<file path="config.mk">
export PLATFORM = sky130hd
export DESIGN_NAME = axi_mem_reader
export DESIGN_NICKNAME = d
export VERILOG_FILES = /design/src/rtl/axi_mem_reader_pkg.sv /design/src/rtl/gen_fifo2.sv /design/src/rtl/axi_mem_reader.sv
export SDC_FILE = /design/constraint.sdc
export NUM_CORES = 1
export LEC_CHECK = 0
export ABC_AREA = 1
export CAP_MARGIN = 15
export CORE_MARGIN = 2
export CORE_UTILIZATION = 59
export CTS_BUF_LIST = sky130_fd_sc_hd__clkbuf_2 sky130_fd_sc_hd__clkbuf_4 sky130_fd_sc_hd__clkbuf_8
export DETAILED_ROUTE_END_ITERATION = 10
export PLACE_DENSITY = 0.85
export SLEW_MARGIN = 5
export SYNTH_ARGS = -nofsm -noshare
export SYNTH_HDL_FRONTEND = slang
export SYNTH_HIERARCHICAL = 1
export SYNTH_SLANG_ARGS = --single-unit
</file>
<file path="constraint.sdc">
create_clock -name CLK -period 6.8 [get_ports CLK]
set_input_delay 2.04 -clock CLK [delete_from_list [all_inputs] [get_ports CLK]]
set_output_delay 2.04 -clock CLK [all_outputs]
set_load 0.05 [all_outputs]
</file>
<file path="src/rtl/axi_mem_reader_pkg.sv">
// rtl/axi_mem_reader_pkg.sv - shared AXI constants, FSM encoding and burst sizing for the memory reader
package axi_mem_reader_pkg;

    localparam logic [1:0] AXI_BURST_INCR = 2'b01;
    localparam logic [1:0] AXI_RESP_OKAY  = 2'b00;
    localparam logic [2:0] AXI_SIZE_8B    = 3'b011;

    typedef enum logic [1:0] {
        ST_IDLE,
        ST_ADDR,
        ST_DATA,
        ST_FIN
    } state_t;

    // Beats for the next burst: limited by words left, burst cap and the next 4 KB page edge.
    function automatic logic [31:0] burst_beats(input logic [31:0] rem,
                                                input logic [11:0] offs,
                                                input logic [31:0] max_beats);
        logic [31:0] beats;
        logic [31:0] to_page;
        to_page = (32'd4096 - {20'd0, offs}) >> 3;
        beats   = max_beats;
        if (to_page < beats) beats = to_page;
        if (rem < beats) beats = rem;
        return beats;
    endfunction

endpackage

</file>
<file path="src/rtl/gen_fifo2.sv">
// rtl/gen_fifo2.sv - two-entry valid/ready FIFO with registered storage
module gen_fifo2 #(
    parameter int W = 64
) (
    input  logic         clk,
    input  logic         rst_n,
    input  logic [W-1:0] s_tdata,
    input  logic         s_tvalid,
    output logic         s_tready,
    output logic [W-1:0] m_tdata,
    output logic         m_tvalid,
    input  logic         m_tready
);
    logic [W-1:0] mem [2];
    logic         wr_ptr;
    logic         rd_ptr;
    logic [1:0]   count;
    logic         push;
    logic         pop;

    assign s_tready = (count != 2'd2);
    assign m_tvalid = (count != 2'd0);
    assign m_tdata  = mem[rd_ptr];
    assign push     = s_tvalid && s_tready;
    assign pop      = m_tvalid && m_tready;

    always_ff @(posedge clk or negedge rst_n) begin
        if (!rst_n) begin
            mem[0] <= '0;
            mem[1] <= '0;
            wr_ptr <= 1'b0;
            rd_ptr <= 1'b0;
            count  <= 2'd0;
        end else begin
            if (push) begin
                mem[wr_ptr] <= s_tdata;
                wr_ptr      <= ~wr_ptr;
            end
            if (pop) rd_ptr <= ~rd_ptr;
            case ({push, pop})
                2'b10:   count <= count + 2'd1;
                2'b01:   count <= count - 2'd1;
                default: count <= count;
            endcase
        end
    end

endmodule

</file>
<file path="src/rtl/axi_mem_reader.sv">
// rtl/axi_mem_reader.sv - AXI4 read master streaming a word region out with a running XOR signature
module axi_mem_reader
    import axi_mem_reader_pkg::*;
#(
    parameter int AW        = 64,
    parameter int DW        = 64,
    parameter int IDW       = 1,
    parameter int MAX_BEATS = 8
) (
    input  logic           CLK,
    input  logic           RSTn,
    input  logic           start,
    input  logic [AW-1:0]  base_addr,
    input  logic [31:0]    word_cnt,
    output logic           busy,
    output logic           done,
    output logic           err,
    output logic [63:0]    signature,
    output logic [IDW-1:0] M_AXI_ARID,
    output logic [AW-1:0]  M_AXI_ARADDR,
    output logic [7:0]     M_AXI_ARLEN,
    output logic [2:0]     M_AXI_ARSIZE,
    output logic [1:0]     M_AXI_ARBURST,
    output logic           M_AXI_ARVALID,
    input  logic           M_AXI_ARREADY,
    input  logic [IDW-1:0] M_AXI_RID,
    input  logic [DW-1:0]  M_AXI_RDATA,
    input  logic [1:0]     M_AXI_RRESP,
    input  logic           M_AXI_RLAST,
    input  logic           M_AXI_RVALID,
    output logic           M_AXI_RREADY,
    output logic [63:0]    dump_data,
    output logic           dump_valid,
    input  logic           dump_ready
);
    state_t        state;
    logic [AW-1:0] addr;
    logic [31:0]   remaining;
    logic [AW-1:0] start_addr;
    logic          fifo_ready;
    logic          r_fire;
    logic          beat_err;
    logic          pop;

    assign M_AXI_ARID    = '0;
    assign M_AXI_ARSIZE  = AXI_SIZE_8B;
    assign M_AXI_ARBURST = AXI_BURST_INCR;
    assign M_AXI_RREADY  = (state == ST_DATA) && fifo_ready;

    assign start_addr = base_addr & ~AW'(7);
    assign r_fire     = M_AXI_RVALID && M_AXI_RREADY;
    assign beat_err   = (M_AXI_RRESP != AXI_RESP_OKAY) || (M_AXI_RID != '0);
    assign pop        = dump_valid && dump_ready;

    gen_fifo2 #(.W(DW)) u_fifo (
        .clk      (CLK),
        .rst_n    (RSTn),
        .s_tdata  (M_AXI_RDATA),
        .s_tvalid (M_AXI_RVALID && (state == ST_DATA)),
        .s_tready (fifo_ready),
        .m_tdata  (dump_data),
        .m_tvalid (dump_valid),
        .m_tready (dump_ready)
    );

    always_ff @(posedge CLK or negedge RSTn) begin
        if (!RSTn) begin
            state         <= ST_IDLE;
            addr          <= '0;
            remaining     <= '0;
            busy          <= 1'b0;
            done          <= 1'b0;
            err           <= 1'b0;
            signature     <= '0;
            M_AXI_ARVALID <= 1'b0;
            M_AXI_ARADDR  <= '0;
            M_AXI_ARLEN   <= '0;
        end else begin
            done <= 1'b0;
            if (pop) signature <= signature ^ dump_data;
            if (r_fire && beat_err) err <= 1'b1;
            case (state)
                ST_IDLE: begin
                    if (start) begin
                        busy      <= 1'b1;
                        err       <= 1'b0;
                        signature <= '0;
                        if (word_cnt != 32'd0) begin
                            addr          <= start_addr;
                            remaining     <= word_cnt;
                            M_AXI_ARADDR  <= start_addr;
                            M_AXI_ARLEN   <= 8'(burst_beats(word_cnt, start_addr[11:0], 32'(MAX_BEATS)) - 32'd1);
                            M_AXI_ARVALID <= 1'b1;
                            state         <= ST_ADDR;
                        end else begin
                            state <= ST_FIN;
                        end
                    end
                end
                ST_ADDR: begin
                    if (M_AXI_ARREADY) begin
                        M_AXI_ARVALID <= 1'b0;
                        addr          <= addr + ((AW'(M_AXI_ARLEN) + AW'(1)) << 3);
                        remaining     <= remaining - (32'(M_AXI_ARLEN) + 32'd1);
                        state         <= ST_DATA;
                    end
                end
                ST_DATA: begin
                    // An error on the closing beat itself also stops further bursts.
                    if (r_fire && M_AXI_RLAST) begin
                        if (remaining != 32'd0 && !err && !beat_err) begin
                            M_AXI_ARADDR  <= addr;
                            M_AXI_ARLEN   <= 8'(burst_beats(remaining, addr[11:0], 32'(MAX_BEATS)) - 32'd1);
                            M_AXI_ARVALID <= 1'b1;
                            state         <= ST_ADDR;
                        end else begin
                            state <= ST_FIN;
                        end
                    end
                end
                ST_FIN: begin
                    if (!dump_valid) begin
                        done  <= 1'b1;
                        busy  <= 1'b0;
                        state <= ST_IDLE;
                    end
                end
                default: state <= ST_IDLE;
            endcase
        end
    end

endmodule

</file>
; Word-level counts from Yosys, hierarchy flattened
; Cells that the tools add are included.
; W data, S select, Z words.
[word_totals]
input_bits = 170
word_cells = 140
reg_bits = 370
[classes]
reduce_logical = 28
order_cmp = 7
n_eq_ne = 12
addsub = 10
mux = 63
n_bitwise = 5
[ops]
columns = cell, count
row1 = $mux W64, 12
row2 = $mux W32, 9
row3 = $pmux W64 S2, 2
row4 = $bwmux W128, 1
row5 = $mux W8, 12
row6 = $add A64 B12 Y64, 1
row7 = $demux W64 S1, 1
row8 = $lt A32 B32 Y1, 2
row9 = $pmux W32 S2, 1
row10 = $reduce_bool A32 Y1, 2
row11 = $xor A64 B64 Y64, 1
row12 = $lt A29 B4 Y1 const B, 2
row13 = $mux W29, 2
row14 = $sub A32 B9 Y32, 1
row15 = $sub A13 B12 Y14 const A, 2
row16 = $add A8 B1 Y9 const B, 2
row17 = $pmux W8 S2, 1
row18 = $sub A8 B1 Y8 const B, 2
row19 = $mux W1, 12
row20 = $mux W2, 6
row21 = $reduce_bool A2 Y1, 6
row22 = $logic_and A1 B1 Y1, 10
row23 = $ne A2 B2 Y1 const B, 5
row24 = $pmux W2 S4, 1
row25 = other kinds (20), 29

; Longest topological paths before layout
; Gate-level depths: netlist (run 1).
[logic_depth]
ltp_word = 16
mapped_depth = 30
ltp_nobuf = 30

; Modules after synthesis
; The synthesis (run 1) kept the hierarchy.
[modules_own_cells]
columns = module, cells_per_inst, area_per_inst_um2, seq_area_each_um2, instances
row1 = axi_mem_reader, 2154, 15053.2, 5830.6, 1
row2 = gen_fifo2, 804, 6362.4, 3303.2, 1

; Worst setup path after synthesis (run 1)
; Ideal clock, no wire load.
[synth_timing]
path_kind = input-to-reg
from = input port base_addr[3]
to = register M_AXI_ARLEN[4]
n_path_buf = 0
t_required_ns = 6.672
t_arrival_ns = 4.573
slack_ns = 2.099
setup_time_ns = 0.128
cell_stages = 27
path_cell_list = inv_1 -> ha_1 -> nor2_1 -> nand3_1 -> nand2_1 -> nand2_1 -> nor3_1 -> inv_1 -> ha_1 -> nand2_1 -> inv_1 -> nand2_1 -> nand2_1 -> nand2_1 -> nand2_1 -> nand2_1 -> nand2_1 -> o21ai_0 -> nand3_1 -> nand3_1 -> inv_1 -> ha_1 -> nand2_1 -> nor2_1 -> nand2_1 -> nand3_1 -> o21ai_0
[synth_via]
elab_chain_cells = 15
[synth_lines]
columns = item, line_no
row1 = from (decl), axi_mem_reader.sv:13  ; input logic [AW-1:0] base_addr,
row2 = $sub A13 B12 Y14 (*), axi_mem_reader_pkg.sv:21  ; to_page = (32'd4096 - {20'd0, offs}) >> 3;
row3 = $lt A29 B4 Y1, axi_mem_reader_pkg.sv:23  ; if (to_page < beats) beats = to_page;
row4 = $mux W29 (*), axi_mem_reader_pkg.sv:23
row5 = $mux W32 (*), axi_mem_reader.sv:88  ; if (word_cnt != 32'd0) begin
row6 = $mux W32 (*), axi_mem_reader.sv:84  ; if (start) begin
row7 = $mux W32 (*), axi_mem_reader.sv:82  ; case (state)
row8 = $lt A32 B32 Y1, axi_mem_reader_pkg.sv:24  ; if (rem < beats) beats = rem;
row9 = $mux W8 (*), axi_mem_reader_pkg.sv:24
row10 = $mux W8 (*), axi_mem_reader.sv:88
row11 = $mux W8 (*), axi_mem_reader.sv:84
row12 = $mux W8 (*), axi_mem_reader.sv:82
row13 = $sub A8 B1 Y8 (*), axi_mem_reader.sv:92  ; M_AXI_ARLEN <= 8'(burst_beats(word_cnt, start_addr[11:0], 32'(MAX_BEATS)) - 32'd1);
row14 = $mux W8 (*), axi_mem_reader.sv:88
row15 = $mux W8 (*), axi_mem_reader.sv:84
row16 = $pmux W8 S2 (*), axi_mem_reader.sv:82
row17 = to (signal assigned), axi_mem_reader.sv:92
row18 = to (signal assigned), axi_mem_reader.sv:113  ; M_AXI_ARLEN <= 8'(burst_beats(remaining, addr[11:0], 32'(MAX_BEATS)) - 32'd1);
row19 = to (decl), axi_mem_reader.sv:21  ; output logic [7:0] M_AXI_ARLEN,
; Mark *: on every way between the ends. The rest lies on a longest branch, timed or not. The select of a mux whose other input is x is not followed.
; A chain may end at the register's enable or synchronous reset.

; Final worst setup path (run 1)
; Ends and elaborated chain as after synthesis.

==> run metrics, run 1 <==
CP max stage delay 0.50 ns; clock slew at reported path FFs 0.06 ns; Routed WL 64.9 mm; DRT Pass-1 Iters 6; endpoints failing setup 0; LEAKAGE 12.5 nW; area of the multi-input gates 0.0102 mm^2; port bufs 372; Final Util 74.6%; Slew Viols, Final 0; setup TNS 0 ns; Worst Hold Class reg2reg; dominant synthesized flop cell dfrtp_1; status finished, final reports clean; worst slew pin tran 1.01 ns; Synth Cell Area 0.0214 mm^2; Avg Vias per Cell 5.73; routed via count 21700; Synth area leader dfrtp_1; CP max FO 9; core region area 0.0357 mm^2; crit share post-route 76.4%; Arrival @ worst endpoint 5.72 ns; chip width 195 um; synth unique cells 54; layout net count 3478; io pins 382; yosys warns 6; area delta synth->final 24.1%; top-count cell post-synth nand2_1; CTS buffer count 60; Synth Area per Inst 7.24 um^2; CTS H-tree lvls 2; CP Class in2reg; global-route wire length before repair 105 mm; slowest CP cell clkdlybuf4s50_1; Post-synth EDFFs 0; antenna violations before repair 14; post-synth top area share 42.7%; relative slew slack 32.4%; DR iter-0 viols 2304; most frequent CP cell nand2_1; non-filler instance count after layout 3787; final hold violation count 0; max cap viols 0; layout cell share with drive strength beyond 1 5.59%; sequential cell area fraction in the yosys report 42.7%; die area 0.0378 mm^2; WL per Instance 17.1 um; Power Density 561 mW/mm^2; Overall Global Routing Usage 33.9%; hold buffers post-CTS 0; synth cell count leaders 874 x nand2_1, 365 x dfrtp_1, 327 x inv_1; Max Freq 192 MHz; Largest delay share family, worst path simple AND/OR/NAND/NOR gates; # rows 69; total gr overflow 0; minimum clock period 5.20 ns; CTS root buf clkbuf_8; worst-skew pair later-pin latency 0.68 ns; Synth area leaders dfrtp_1 43%, nand2_1 15%, o21ai_0 6.2%, inv_1 5.7%, nand4_1 4.8%; Mapped Cells 2958; VDD IR max 0.394 mV; crit path launch type input port; CTS tree yes; Post-synth ARST share 100%; # resized after CTS 0; Worst Path Required 7.33 ns; placer congestion estimate 0.939; vias in the first global route 20700; FF/Latch Area 0.00914 mm^2; #FFs+latches synth 365; initial core utilization 60.1%; DRC viols 0; Placed Cells 3663; Clock Sinks 365; largest net degree at the start of global routing 129; Bufs on Longest Clock Path 3; post-DP HPWL 44.6 mm; RSZ-0062 raised after global routing false; Worst Skew 0.0364 ns; DIE HEIGHT 195 um; DRT antenna net count 0; fillers 2757; Worst Path Buf+Inv 5; Worst Setup End Kind flip-flop; Setup Buffers After CTS 0
[worst register-to-register path: cells and delay by family, from the launching register on]
| family | cells | cell delay [ns] |
|---|---|---|
| buf+inv | 3 | 0.33 |
| simple gates | 13 | 1.99 |
| flops | 1 | 0.46 |
| xor+xnor | 1 | 0.33 |
| compound gates | 3 | 0.41 |
| fa+ha+maj | 1 | 0.40 |
[worst paths after layout]
kind	end	depth (start not counted)	slack, ns	startpoint
worst max-delay path	M_AXI_ARLEN[4]$_DFFE_PN0P_	28	1.60	base_addr[3]
worst min-delay path	u_fifo/mem[74]$_DFFE_PN0P_	2	0.47	u_fifo/mem[74]$_DFFE_PN0P_
worst max register to register	addr[61]$_DFFE_PN0P_	21	2.77	M_AXI_ARLEN[0]$_DFFE_PN0P_
worst min register to register	u_fifo/mem[74]$_DFFE_PN0P_	2	0.47	u_fifo/mem[74]$_DFFE_PN0P_
max in group asynchronous	M_AXI_ARADDR[38]$_DFFE_PN0P_	2	4.02	RSTn
min in group asynchronous	M_AXI_ARLEN[5]$_DFFE_PN0P_	1	1.47	RSTn
[state kept, by name, summed over array words and instances, names as in the netlist]
signal         cells
M_AXI_ARADDR      62
M_AXI_ARLEN        8
M_AXI_ARVALID      1
addr              61
busy               1
done               1
err                1
remaining         32
signature         64
state              2
u_fifo/count       2
u_fifo/mem       128
u_fifo/rd_ptr      1
u_fifo/wr_ptr      1
[cells in the final DEF, fill, tap and decap left out, types with 74 or more instances in the layout]
master	count
clkbuf_8	78
o21ai_1	74
nor3_1	110
inv_1	326
nand4_1	163
nand3_1	88
clkdlybuf4s50_1	371
o21ai_0	266
nand2_1	872
dfrtp_1	363
nor2_1	219
[per-layer routing]
metal	track usage, %	wire, um
met2	53.9	29900
met1	44.4	26400
met3	6.70	5600
met4	17.4	3040
met5	0	0
[cell families after synthesis]
| group | share of synthesized area [%] |
|---|---|
| xor gates and xnor gates | 1.60 |
| AOI/OAI and AO/OA | 12.5 |
| buffers and inverters | 9.97 |
| adders and majority gates | 2.58 |
| other | 0.0351 |
| and+or+nand+nor | 30.7 |
| DFF | 42.7 |
[metrics by stage]
stage                     hold slack, ns  total power [mW]  cell area, um^2  worst slack, ns
after global routing               0.480              15.9            26600             1.25
after detailed placement           0.458              12.7            25200            0.981
final                              0.470              14.9            26600             1.60
after floorplan                    0.442              10.1            21500             2.10
after CTS                          0.473              14.9            26500             1.67
after global placement             0.453              12.4            25200             1.07
[cell type report]
cell class | count | share of cell area [%]
clock inverter | 8 | 0.424
inverter | 340 | 4.81
multi-input combinational | 2102 | 38.5
tap | 461 | 2.17
sequential | 365 | 34.4
timing repair buffer | 396 | 14.9
antenna | 14 | 0.132
clock buffer | 101 | 4.69
[power breakdown]
part	total [mW]	switching [mW]	internal, mW
registers	3.97	0.741	3.23
logic	8.80	6.17	2.63
clock network	2.16	0.930	1.23
total	14.9	7.84	7.09
(Power assumes the default switching activity.)
==> inputs of run 2 (changes only) <==
CORE_UTILIZATION = 50   (was 59)
PLACE_DENSITY = 0.76   (was 0.85)
clock period = 4.5 ns   (was 6.8 ns; I/O delays follow)
==> run 2 against run 1 <==
  * Flip-flop and latch count did not move
  * Wire length is 3.2% higher
  * Clock power rose by 50%
  * Sequential share of layout area decreased by 0.31 points
  * Die area increased by 18%
  * Clock-buffer cell count is 3 lower
  * Design area increased by 0.91%
  * Largest cell class unchanged
  * Utilization shrank 11 points
  * Critical path type is now reg2out
  * Non-clock buffer count increased by 15
  * Setup slack worse by 1.3 ns
  * Final cell count up 2.4%
  * Sequential power increased by 50%
==> run metrics, run 2 (synthesized netlist as in run 1, its figures left out) <==
minimum clock period 4.15 ns; area of the multi-input gates 0.0102 mm^2 (unchanged); total gr overflow 0 (unchanged); Setup Buffers After CTS 0 (unchanged); RSZ-0062 raised after global routing false (unchanged); max cap viols 0 (unchanged); layout cell share with drive strength beyond 1 5.98% (was 5.59%); # rows 75 (was 69); R2R depth 21 (unchanged); CTS H-tree lvls 3 (was 2); crit path launch type flip-flop (was input port); CTS tree yes (unchanged); initial core utilization 50.8% (was 60.1%); Clock Sinks 365 (unchanged); Worst Setup End Kind output port (was flip-flop); die area 0.0445 mm^2 (was 0.0378 mm^2); CTS buffer count 66 (was 60); VDD IR max 0.566 mV (was 0.394 mV); largest register by flop count u_fifo/mem (unchanged); biggest regs u_fifo/mem x128, signature x64, M_AXI_ARADDR x62 (unchanged); CTS root buf clkbuf_8 (unchanged); largest net degree at the start of global routing 155 (was 129); crit share post-route 92.3%; # resized after CTS 0 (unchanged); hold depth 2 (unchanged); Arrival @ worst endpoint 2.80 ns (was 5.72 ns); global-route wire length before repair 107 mm (was 105 mm); post-DP HPWL 46.4 mm (was 44.6 mm); CP Class reg2out (was in2reg); DRT antenna net count 0 (unchanged); port bufs 372 (unchanged); endpoints failing setup 0 (unchanged); setup TNS 0 ns (unchanged); Max Freq 241 MHz; DRC viols 0 (unchanged); DR iter-0 viols 1681 (was 2304); Worst Skew 0.0348 ns (was 0.0364 ns); DRT Pass-1 Iters 8 (was 6); Slew Viols, Final 0 (unchanged); WL per Instance 17.3 um (was 17.1 um); LEAKAGE 12.6 nW (was 12.5 nW); Avg Vias per Cell 5.54 (was 5.73); Placed Cells 3755 (was 3663); worst slew pin tran 1.08 ns (was 1.01 ns); Bufs on Longest Clock Path 3 (unchanged); number of flip-flops in the largest register 128 (unchanged); DIE HEIGHT 211 um (was 195 um); relative slew slack 27.7% (was 32.4%); chip width 211 um (was 195 um); routed via count 21500 (was 21700); clock slew at reported path FFs 0.05 ns (was 0.06 ns); layout net count 3499 (was 3478); io pins 382 (unchanged); non-filler instance count after layout 3878 (was 3787); smallest hold slack 0.468 ns (was 0.470 ns); FF/Latch Area 0.00914 mm^2 (unchanged); placer congestion estimate 0.950 (was 0.939); vias in the first global route 20600 (was 20700); fillers 3751 (was 2757); CP max FO 65 (was 9); worst-skew pair later-pin latency 0.62 ns (was 0.68 ns); area delta synth->final 25.3% (was 24.1%); status finished, final reports clean (unchanged); Overall Global Routing Usage 30.1% (was 33.9%); Power Density 842 mW/mm^2 (was 561 mW/mm^2); final hold violation count 0 (unchanged); Worst Path Required 3.15 ns (was 7.33 ns); commonest non-fill, non-tap cells in the layout 872 x nand2_1, 371 x clkdlybuf4s50_1, 363 x dfrtp_1 (unchanged); core region area 0.0421 mm^2 (was 0.0357 mm^2); Worst Hold Class reg2reg (unchanged); commonest non-fill, non-tap cell in the layout nand2_1 (unchanged); antenna violations before repair 14 (unchanged); hold buffers post-CTS 0 (unchanged); Routed WL 67.0 mm (was 64.9 mm)
-- run 2: changes by cell type in the layout (fill, tap and decap cells not counted), moves of 2 or more --
cell and delta:
inv_8 +2, buf_12 +6, buf_4 +9, clkbuf_4 -3
-- run 2: critical path: stages, from the launching register on --
cell	delay (ns)
dfrtp_2	0.36
buf_4	0.63
nand2_1	0.10
nand2_1	0.22
clkdlybuf4s50_1	0.86
-- run 2: cell type report --
type                       instances  share of cell area [%]
inverter                         340                    4.76
antenna                           13                   0.121
timing repair buffer             411                    15.5
sequential                       365                    34.1
multi-input combinational       2102                    38.1
clock inverter                    10                   0.350
tap                              539                    2.51
clock buffer                      98                    4.56
-- run 2: final timing paths --
path	startpoint	to	slack (ns)
setup / recovery	u_fifo/rd_ptr$_DFFE_PN0P_	dump_data[60]	0.35
hold / removal	u_fifo/mem[17]$_DFFE_PN0P_	u_fifo/mem[17]$_DFFE_PN0P_	0.47
setup reg to reg	M_AXI_ARLEN[2]$_DFFE_PN0P_	addr[61]$_DFFE_PN0P_	0.58
hold reg to reg	u_fifo/mem[17]$_DFFE_PN0P_	u_fifo/mem[17]$_DFFE_PN0P_	0.47
max in group asynchronous	RSTn	u_fifo/mem[103]$_DFFE_PN0P_	2.70
min in group asynchronous	RSTn	remaining[9]$_DFFE_PN0P_	0.72
-- run 2: routing by layer --
layer | routed length [um] | up-vias | share of wire, % | track usage (%)
li1 | - | 10400 | - | -
met5 | 27 | - | 0.040 | 0
met4 | 3010 | 4 | 4.5 | 15.4
met1 | 28400 | 10200 | 42 | 40.0
met3 | 4280 | 177 | 6.4 | 5.32
met2 | 31300 | 753 | 47 | 47.3
-- run 2: stage by stage --
step	instance area (um^2)	total power [mW]	worst slack [ns]	util, %
after global placement	25400	18.9	-0.114	60.3
after detailed placement	25400	19.3	-0.109	60.3
after floorplan	21500	15.2	0.489	-
after CTS	26700	22.6	0.328	63.5
after global routing	26800	24.2	0.0894	63.7
final	26800	22.6	0.348	63.7
-- run 2: power breakdown --
| part | switching [mW] | internal (mW) | leakage (nW) |
|---|---|---|---|
| Combinational | 9.34 | 4.06 | 7.36 |
| Sequential | 1.09 | 4.88 | 4.53 |
| Clock | 1.43 | 1.79 | 0.703 |
| Total | 11.9 | 10.7 | 12.6 |
